**src/rtl/uart_pkg.sv**
```systemverilog
// Shared UART definitions: receiver FSM encoding, frame limits,
// parity/stop encodings and small frame-geometry helpers.
package uart_pkg;

   typedef enum logic [2:0] {
      ST_IDLE    = 3'd0,
      ST_START   = 3'd1,
      ST_DATA    = 3'd2,
      ST_PARITY  = 3'd3,
      ST_STOP1   = 3'd4,
      ST_STOP2   = 3'd5,
      ST_BRKWAIT = 3'd6
   } rx_state_e;

   localparam int unsigned DATA_BITS_MIN = 5;
   localparam int unsigned DATA_BITS_MAX = 8;

   localparam logic PAR_EVEN = 1'b1;
   localparam logic PAR_ODD  = 1'b0;

   localparam logic STOP2 = 1'b1;
   localparam logic STOP1 = 1'b0;

   // Frame configuration captured at start detection.
   typedef struct packed {
      logic [1:0]  data_bits;
      logic        stop2;
      logic        par_en;
      logic        par_even;
      logic [15:0] divisor;
   } rx_cfg_t;

   // Full-bit reload: 2*div+1, so expiry spacing is 2*(div+1).
   function automatic logic [16:0] bit_reload(
      input logic [15:0] div
   );
      return {div, 1'b1};
   endfunction

   // Index of the final data bit for a data_bits code.
   function automatic logic [2:0] last_idx(
      input logic [1:0] db
   );
      return 3'(db) + 3'(DATA_BITS_MIN - 1);
   endfunction

endpackage

```
**src/rtl/uart_bit_timer.sv**
```systemverilog
// Loadable down-counter giving one expiry pulse per sample point.
// Ports: clk_i/rst_i, load_i + load_val_i (17b), run_i, expire_o.
module uart_bit_timer (
   input  logic        clk_i,
   input  logic        rst_i,
   input  logic        load_i,
   input  logic [16:0] load_val_i,
   input  logic        run_i,
   output logic        expire_o
);

   // 17 bits wide so 2*div+1 never overflows.
   logic [16:0] cnt_q;
   logic [16:0] cnt_d;

   always_comb begin
      cnt_d = cnt_q;
      if (load_i) begin
         cnt_d = load_val_i;
      end else if (run_i && cnt_q != '0) begin
         cnt_d = cnt_q - 17'd1;
      end
   end

   always_ff @(posedge clk_i or posedge rst_i) begin
      if (rst_i) begin
         cnt_q <= '0;
      end else begin
         cnt_q <= cnt_d;
      end
   end

   // A load of N expires N+1 clocks after the loading edge.
   assign expire_o = run_i && (cnt_q == '0);

endmodule

```
**src/rtl/uart_rx_core.sv**
```systemverilog
// UART receiver: 5-8 data bits, optional parity, 1/2 stop bits.
// Ports: mclk/rst, rxd, cfg_* frame setup, rx_* char + status out
// with rx_valid/rx_ready handshake, rx_overrun pulse, rx_busy.
module uart_rx_core
   import uart_pkg::*;
#(
   parameter int unsigned SYNC_STAGES = 2
) (
   input  logic        mclk,
   input  logic        rst,
   input  logic        rxd,
   input  logic [1:0]  cfg_data_bits,
   input  logic        cfg_stop2,
   input  logic        cfg_par_en,
   input  logic        cfg_par_even,
   input  logic [15:0] cfg_divisor,
   output logic [7:0]  rx_data,
   output logic        rx_par_err,
   output logic        rx_frm_err,
   output logic        rx_break,
   output logic        rx_valid,
   input  logic        rx_ready,
   output logic        rx_overrun,
   output logic        rx_busy
);

   logic [SYNC_STAGES-1:0] sync_q;
   logic                   rxs;
   logic                   rxs_prev_q;
   logic                   start_det;

   rx_state_e   state_q, state_d;
   rx_cfg_t     cfg_q, cfg_d;
   logic [2:0]  idx_q, idx_d;
   logic [7:0]  shift_q, shift_d;
   logic        par_q, par_d;
   logic        perr_q, perr_d;
   logic        ferr_q, ferr_d;
   logic        zero_q, zero_d;

   logic [7:0]  data_q, data_d;
   logic        operr_q, operr_d;
   logic        oferr_q, oferr_d;
   logic        obrk_q, obrk_d;
   logic        valid_q, valid_d;
   logic        ovr_q, ovr_d;

   logic        running;
   logic        tick;
   logic        tmr_load;
   logic [16:0] tmr_val;
   logic        complete;
   logic        brk;
   logic        par_exp;

   // Preset to idle-high so reset never fakes a start edge.
   always_ff @(posedge mclk or posedge rst) begin
      if (rst) begin
         sync_q     <= '1;
         rxs_prev_q <= 1'b1;
      end else begin
         sync_q     <= {sync_q[SYNC_STAGES-2:0], rxd};
         rxs_prev_q <= rxs;
      end
   end

   assign rxs = sync_q[SYNC_STAGES-1];

   assign start_det = (state_q == ST_IDLE)
                    & rxs_prev_q & ~rxs;

   assign running = (state_q != ST_IDLE)
                  && (state_q != ST_BRKWAIT);

   uart_bit_timer u_timer (
      .clk_i      (mclk),
      .rst_i      (rst),
      .load_i     (tmr_load),
      .load_val_i (tmr_val),
      .run_i      (running),
      .expire_o   (tick)
   );

   assign par_exp = (cfg_q.par_even == PAR_EVEN)
                  ? par_q : ~par_q;

   always_comb begin
      state_d  = state_q;
      cfg_d    = cfg_q;
      idx_d    = idx_q;
      shift_d  = shift_q;
      par_d    = par_q;
      perr_d   = perr_q;
      ferr_d   = ferr_q;
      zero_d   = zero_q;
      data_d   = data_q;
      operr_d  = operr_q;
      oferr_d  = oferr_q;
      obrk_d   = obrk_q;
      valid_d  = valid_q & ~rx_ready;
      ovr_d    = 1'b0;
      complete = 1'b0;
      brk      = 1'b0;
      tmr_load = 1'b0;
      tmr_val  = bit_reload(cfg_q.divisor);

      unique case (state_q)
         ST_IDLE: begin
            if (start_det) begin
               state_d         = ST_START;
               cfg_d.data_bits = cfg_data_bits;
               cfg_d.stop2     = cfg_stop2;
               cfg_d.par_en    = cfg_par_en;
               cfg_d.par_even  = cfg_par_even;
               cfg_d.divisor   = cfg_divisor;
               idx_d           = '0;
               shift_d         = '0;
               par_d           = 1'b0;
               perr_d          = 1'b0;
               ferr_d          = 1'b0;
               zero_d          = 1'b1;
               // First expiry lands mid start bit.
               tmr_load        = 1'b1;
               tmr_val         = {1'b0, cfg_divisor};
            end
         end
         ST_START: begin
            if (tick) begin
               tmr_load = 1'b1;
               state_d  = rxs ? ST_IDLE : ST_DATA;
            end
         end
         ST_DATA: begin
            if (tick) begin
               tmr_load       = 1'b1;
               shift_d[idx_q] = rxs;
               par_d          = par_q ^ rxs;
               idx_d          = idx_q + 3'd1;
               if (idx_q == last_idx(cfg_q.data_bits)) begin
                  state_d = cfg_q.par_en ? ST_PARITY
                                         : ST_STOP1;
               end
            end
         end
         ST_PARITY: begin
            if (tick) begin
               tmr_load = 1'b1;
               perr_d   = rxs ^ par_exp;
               zero_d   = zero_q & ~rxs;
               state_d  = ST_STOP1;
            end
         end
         ST_STOP1: begin
            if (tick) begin
               tmr_load = 1'b1;
               ferr_d   = ferr_q | ~rxs;
               zero_d   = zero_q & ~rxs;
               if (cfg_q.stop2 == STOP2) begin
                  state_d = ST_STOP2;
               end else begin
                  complete = 1'b1;
               end
            end
         end
         ST_STOP2: begin
            if (tick) begin
               tmr_load = 1'b1;
               ferr_d   = ferr_q | ~rxs;
               zero_d   = zero_q & ~rxs;
               complete = 1'b1;
            end
         end
         ST_BRKWAIT: begin
            // Hold off until the line recovers.
            if (rxs) begin
               state_d = ST_IDLE;
            end
         end
         default: begin
            state_d = ST_IDLE;
         end
      endcase

      if (complete) begin
         // zero_d already folds in this stop sample.
         brk     = (shift_q == '0) & zero_d;
         state_d = brk ? ST_BRKWAIT : ST_IDLE;
         // Same-clock accept frees the holding register.
         if (!valid_q || rx_ready) begin
            data_d  = shift_q;
            operr_d = perr_q;
            oferr_d = ferr_d;
            obrk_d  = brk;
            valid_d = 1'b1;
         end else begin
            ovr_d = 1'b1;
         end
      end
   end

   always_ff @(posedge mclk or posedge rst) begin
      if (rst) begin
         state_q <= ST_IDLE;
         cfg_q   <= '0;
         idx_q   <= '0;
         shift_q <= '0;
         par_q   <= 1'b0;
         perr_q  <= 1'b0;
         ferr_q  <= 1'b0;
         zero_q  <= 1'b0;
         data_q  <= '0;
         operr_q <= 1'b0;
         oferr_q <= 1'b0;
         obrk_q  <= 1'b0;
         valid_q <= 1'b0;
         ovr_q   <= 1'b0;
      end else begin
         state_q <= state_d;
         cfg_q   <= cfg_d;
         idx_q   <= idx_d;
         shift_q <= shift_d;
         par_q   <= par_d;
         perr_q  <= perr_d;
         ferr_q  <= ferr_d;
         zero_q  <= zero_d;
         data_q  <= data_d;
         operr_q <= operr_d;
         oferr_q <= oferr_d;
         obrk_q  <= obrk_d;
         valid_q <= valid_d;
         ovr_q   <= ovr_d;
      end
   end

   assign rx_data    = data_q;
   assign rx_par_err = operr_q;
   assign rx_frm_err = oferr_q;
   assign rx_break   = obrk_q;
   assign rx_valid   = valid_q;
   assign rx_overrun = ovr_q;
   assign rx_busy    = (state_q != ST_IDLE);

endmodule
```
**config.mk**
```make
export PLATFORM = sky130hd
export DESIGN_NAME = uart_rx_core
export DESIGN_NICKNAME = d
export VERILOG_FILES = /design/src/rtl/uart_pkg.sv /design/src/rtl/uart_bit_timer.sv /design/src/rtl/uart_rx_core.sv
export SDC_FILE = /design/constraint.sdc
export NUM_CORES = 1
export LEC_CHECK = 0
export CAP_MARGIN = 30
export CORE_MARGIN = 2
export CORE_UTILIZATION = 61
export DETAILED_ROUTE_END_ITERATION = 16
export GPL_TIMING_DRIVEN = 0
export PLACE_DENSITY = 0.95
export SYNTH_ARGS = -nofsm -noshare
export SYNTH_HDL_FRONTEND = slang
export SYNTH_SLANG_ARGS = --single-unit
```
**constraint.sdc**
```tcl
create_clock -name mclk -period 7.5 [get_ports mclk]
set_clock_uncertainty 0.2 [all_clocks]
set_input_delay 1.5 -clock mclk [delete_from_list [all_inputs] [get_ports mclk]]
set_output_delay 1.5 -clock mclk [all_outputs]
set_load 0.01 [all_outputs]
```
==> results.json <==
{
  "setup_tns_ns": 0,
  "synthDistinctLibCells": 57,
  "powerDensity_mw_per_mm2": 332,
  "required_ns": 5.80,
  "dp_hpwl_mm": 6.15,
  "finalWirelength_mm": 9.00,
  "ys_ff_latch": 72,
  "start_util": 0.621,
  "drv_cap": 0,
  "design_area_mm2": 0.00430,
  "endpoint_kind": "primary output",
  "antenna_found_initial": 0,
  "yosys_warnings": 0,
  "synth-simple-area-share": 0.246,
  "die_y_um": 81.2,
  "slew_violations": 0,
  "ctsResizeCount": 0,
  "clock_tree.root_cell": "clkbuf_8",
  "grt_max_degree": 73,
  "insertion_delay_ns": 0.35,
  "dr.pass1.iters": 5,
  "io_buffers": 38,
  "finalHoldViolations": 0,
  "rows": 28,
  "p_leak_nw": 1.93,
  "grtUsageMet1": 0.417,
  "crit_end": "rx_busy",
  "drt-wirelength-per-cell_um": 17.5,
  "grt_pass1_wl_mm": 14.6,
  "power_w": 0.00143,
  "synth_enable_flop_cells": 0,
  "clock-sinks": 72,
  "rsz0062_at_grt": "no",
  "vias": 3226,
  "post-route-min-period_ns": 3.78,
  "critPathKind": "flop to primary output",
  "area_growth_syn_to_layout_pct": 18.3,
  "final_common_cell": "nand2_1",
  "fin_nets": 461,
  "ys_seq_area_frac": 0.497,
  "drive_gt1_frac": 0.107,
  "tightest_slew_ns": 0.863,
  "status": "finished clean",
  "dieArea_mm2": 0.00659,
  "layout_common_cells": "nand2_1 (96), dfrtp_1 (69), clkdlybuf4s50_1 (38)",
  "tritoncts": "done",
  "worstReg2RegStart": "state_q[1]",
  "synth_top_family_by_area": "simple AND/OR/NAND/NOR gates",
  "met3_usage": 0.0456,
  "core-area_mm2": 0.00585,
  "startpoint": "state_q[1]",
  "avgViaCountPerCell": 6.29,
  "min_path_type": "flop to flop",
  "grt.overflow.total": 0,
  "cts_hold_buf": 0,
  "muxShareOfSynthArea": 0.0588,
  "reg2regPathDepth": 8,
  "drtIter0Drc": 558,
  "period_share": 0.504,
  "setup_viol": 0,
  "postRouteAntennaNets": 0,
  "synth_xor_xnor_area_share": 0.0313,
  "clk_path_buf_depth": 2,
  "grt_pass1_vias": 2987,
  "synth_fa_ha_area_frac": 0.0103,
  "n_antenna_cell": 0,
  "arrival_ns": 2.08,
  "synth_nets": 412,
  "synth.avg_cell_area_um2": 9.47,
  "max-vdd-ir-drop_v": 0.000172,
  "syn-cell-area_mm2": 0.00364,
  "gp_congestion": 0.930,
  "syn_inst": 384,
  "path_clk_slew_ns": 0.07,
  "start_kind": "flop",
  "worst-path-max-fanout": 8,
  "postPlaceCellArea_mm2": 0.00411,
  "clock.fmax_ghz": 0.265,
  "reg2reg_slack_ns": 4.30,
  "relSlewSlack": 0.425,
  "htree_levels": 3,
  "r2r_end": "cfg_q[8]",
  "synth-async-reset-ratio": 1.00,
  "drc": 0,
  "synth_compound_area_frac": 0.124,
  "gr-usage-met2": 0.459,
  "grt.busiest_layer": "met2",
  "postCtsSetupBuffers": 0,
  "die-width_um": 81.2,
  "synthFlopType": "dfrtp_1",
  "final_core_util": 0.735,
  "cts-buffers-inserted": 9,
  "pin_count": 39,
  "grt_use_total": 0.298
}
## through the flow
| step | instances | hold slack, ns | setup WS (ns) |
|---|---|---|---|
| 2_1_floorplan | 384 | 0.145 | 3.98 |
| 3_3_place_gp | 497 | 0.147 | 2.89 |
| 3_5_place_dp | 497 | 0.151 | 4.19 |
| 4_1_cts | 513 | 0.160 | 3.79 |
| 5_1_grt | 513 | 0.162 | 3.65 |
| 6_report | 513 | 0.159 | 3.72 |
## critical path, stage by stage (launching register included)
cell and delay, ns:
dfrtp_1 0.37, clkbuf_1 0.21, nor3_1 0.47, inv_1 0.16, clkdlybuf4s50_1 0.51
## worst min-delay path by stage
stage	start	cells after the start	slack, ns	to
after detailed placement	sync_q[0]	0	0.15	sync_q[1]
after CTS	sync_q[0]	0	0.16	sync_q[1]
after floorplan	sync_q[0]	0	0.15	sync_q[1]
after global placement	sync_q[0]	0	0.15	sync_q[1]
after global routing	sync_q[0]	0	0.16	sync_q[1]
final	sync_q[0]	0	0.16	sync_q[1]
## synth_stat cells (4+ instances only)
cell      count  share of area
a21oi_1       9          0.012
a22oi_1       4         0.0083
a31oi_1       4         0.0069
clkbuf_1     14          0.014
dfrtp_1      69           0.47
inv_1        12          0.012
mux2_2       11          0.034
mux2i_1       9          0.025
nand2_1      96          0.099
nand2b_1      4         0.0069
nand3_1      16          0.022
nand4_1       7          0.012
nor2_1       14          0.014
nor3_1       11          0.015
nor4_1        4         0.0069
o211ai_1      9          0.019
o21ai_0      20          0.028
xnor2_1       7          0.017
xor2_1        6          0.014
## kinds of logic (layout without fill, tap and decap cells)
group | count (synthesis) | in the layout
adders and majority gates | 3 | 3
xor gates and xnor gates | 13 | 13
AOI/OAI and AO/OA | 67 | 67
and+or+nand+nor | 179 | 179
DFF | 72 | 72
buffers and inverters | 30 | 84
muxes | 20 | 20
## flip-flops by register name (all words and copies together), names as in the netlist, 2 cells and up
name and count:
cfg_q 21, sync_q 2, state_q 3, shift_q 8, u_timer.cnt_q 17, rx_data 8
idx_q 3
## layout make-up
cell class / count / area, µm²
Buffer: 18 / 76.3
Clock buffer: 10 / 128
Clock inverter: 6 / 60.1
Fill cell: 389 / 1550
Inverter: 12 / 47.5
Multi-Input combinational cell: 282 / 1710
Sequential cell: 72 / 1810
Tap cell: 75 / 93.8
Timing Repair Buffer: 38 / 380
## power breakdown
| part | switching (W) | internal [W] |
|---|---|---|
| registers | 0.000107 | 0.000507 |
| logic | 0.000317 | 0.000197 |
| clock network | 0.000147 | 0.000152 |
| total | 0.000571 | 0.000856 |
## metal layers
metal / share of wire / routed length (µm)
met2: 0.47 / 4200
met1: 0.41 / 3710
met3: 0.095 / 859
met5: 0 / 0
met4: 0.026 / 238
Power figures use the tool's default switching activity.
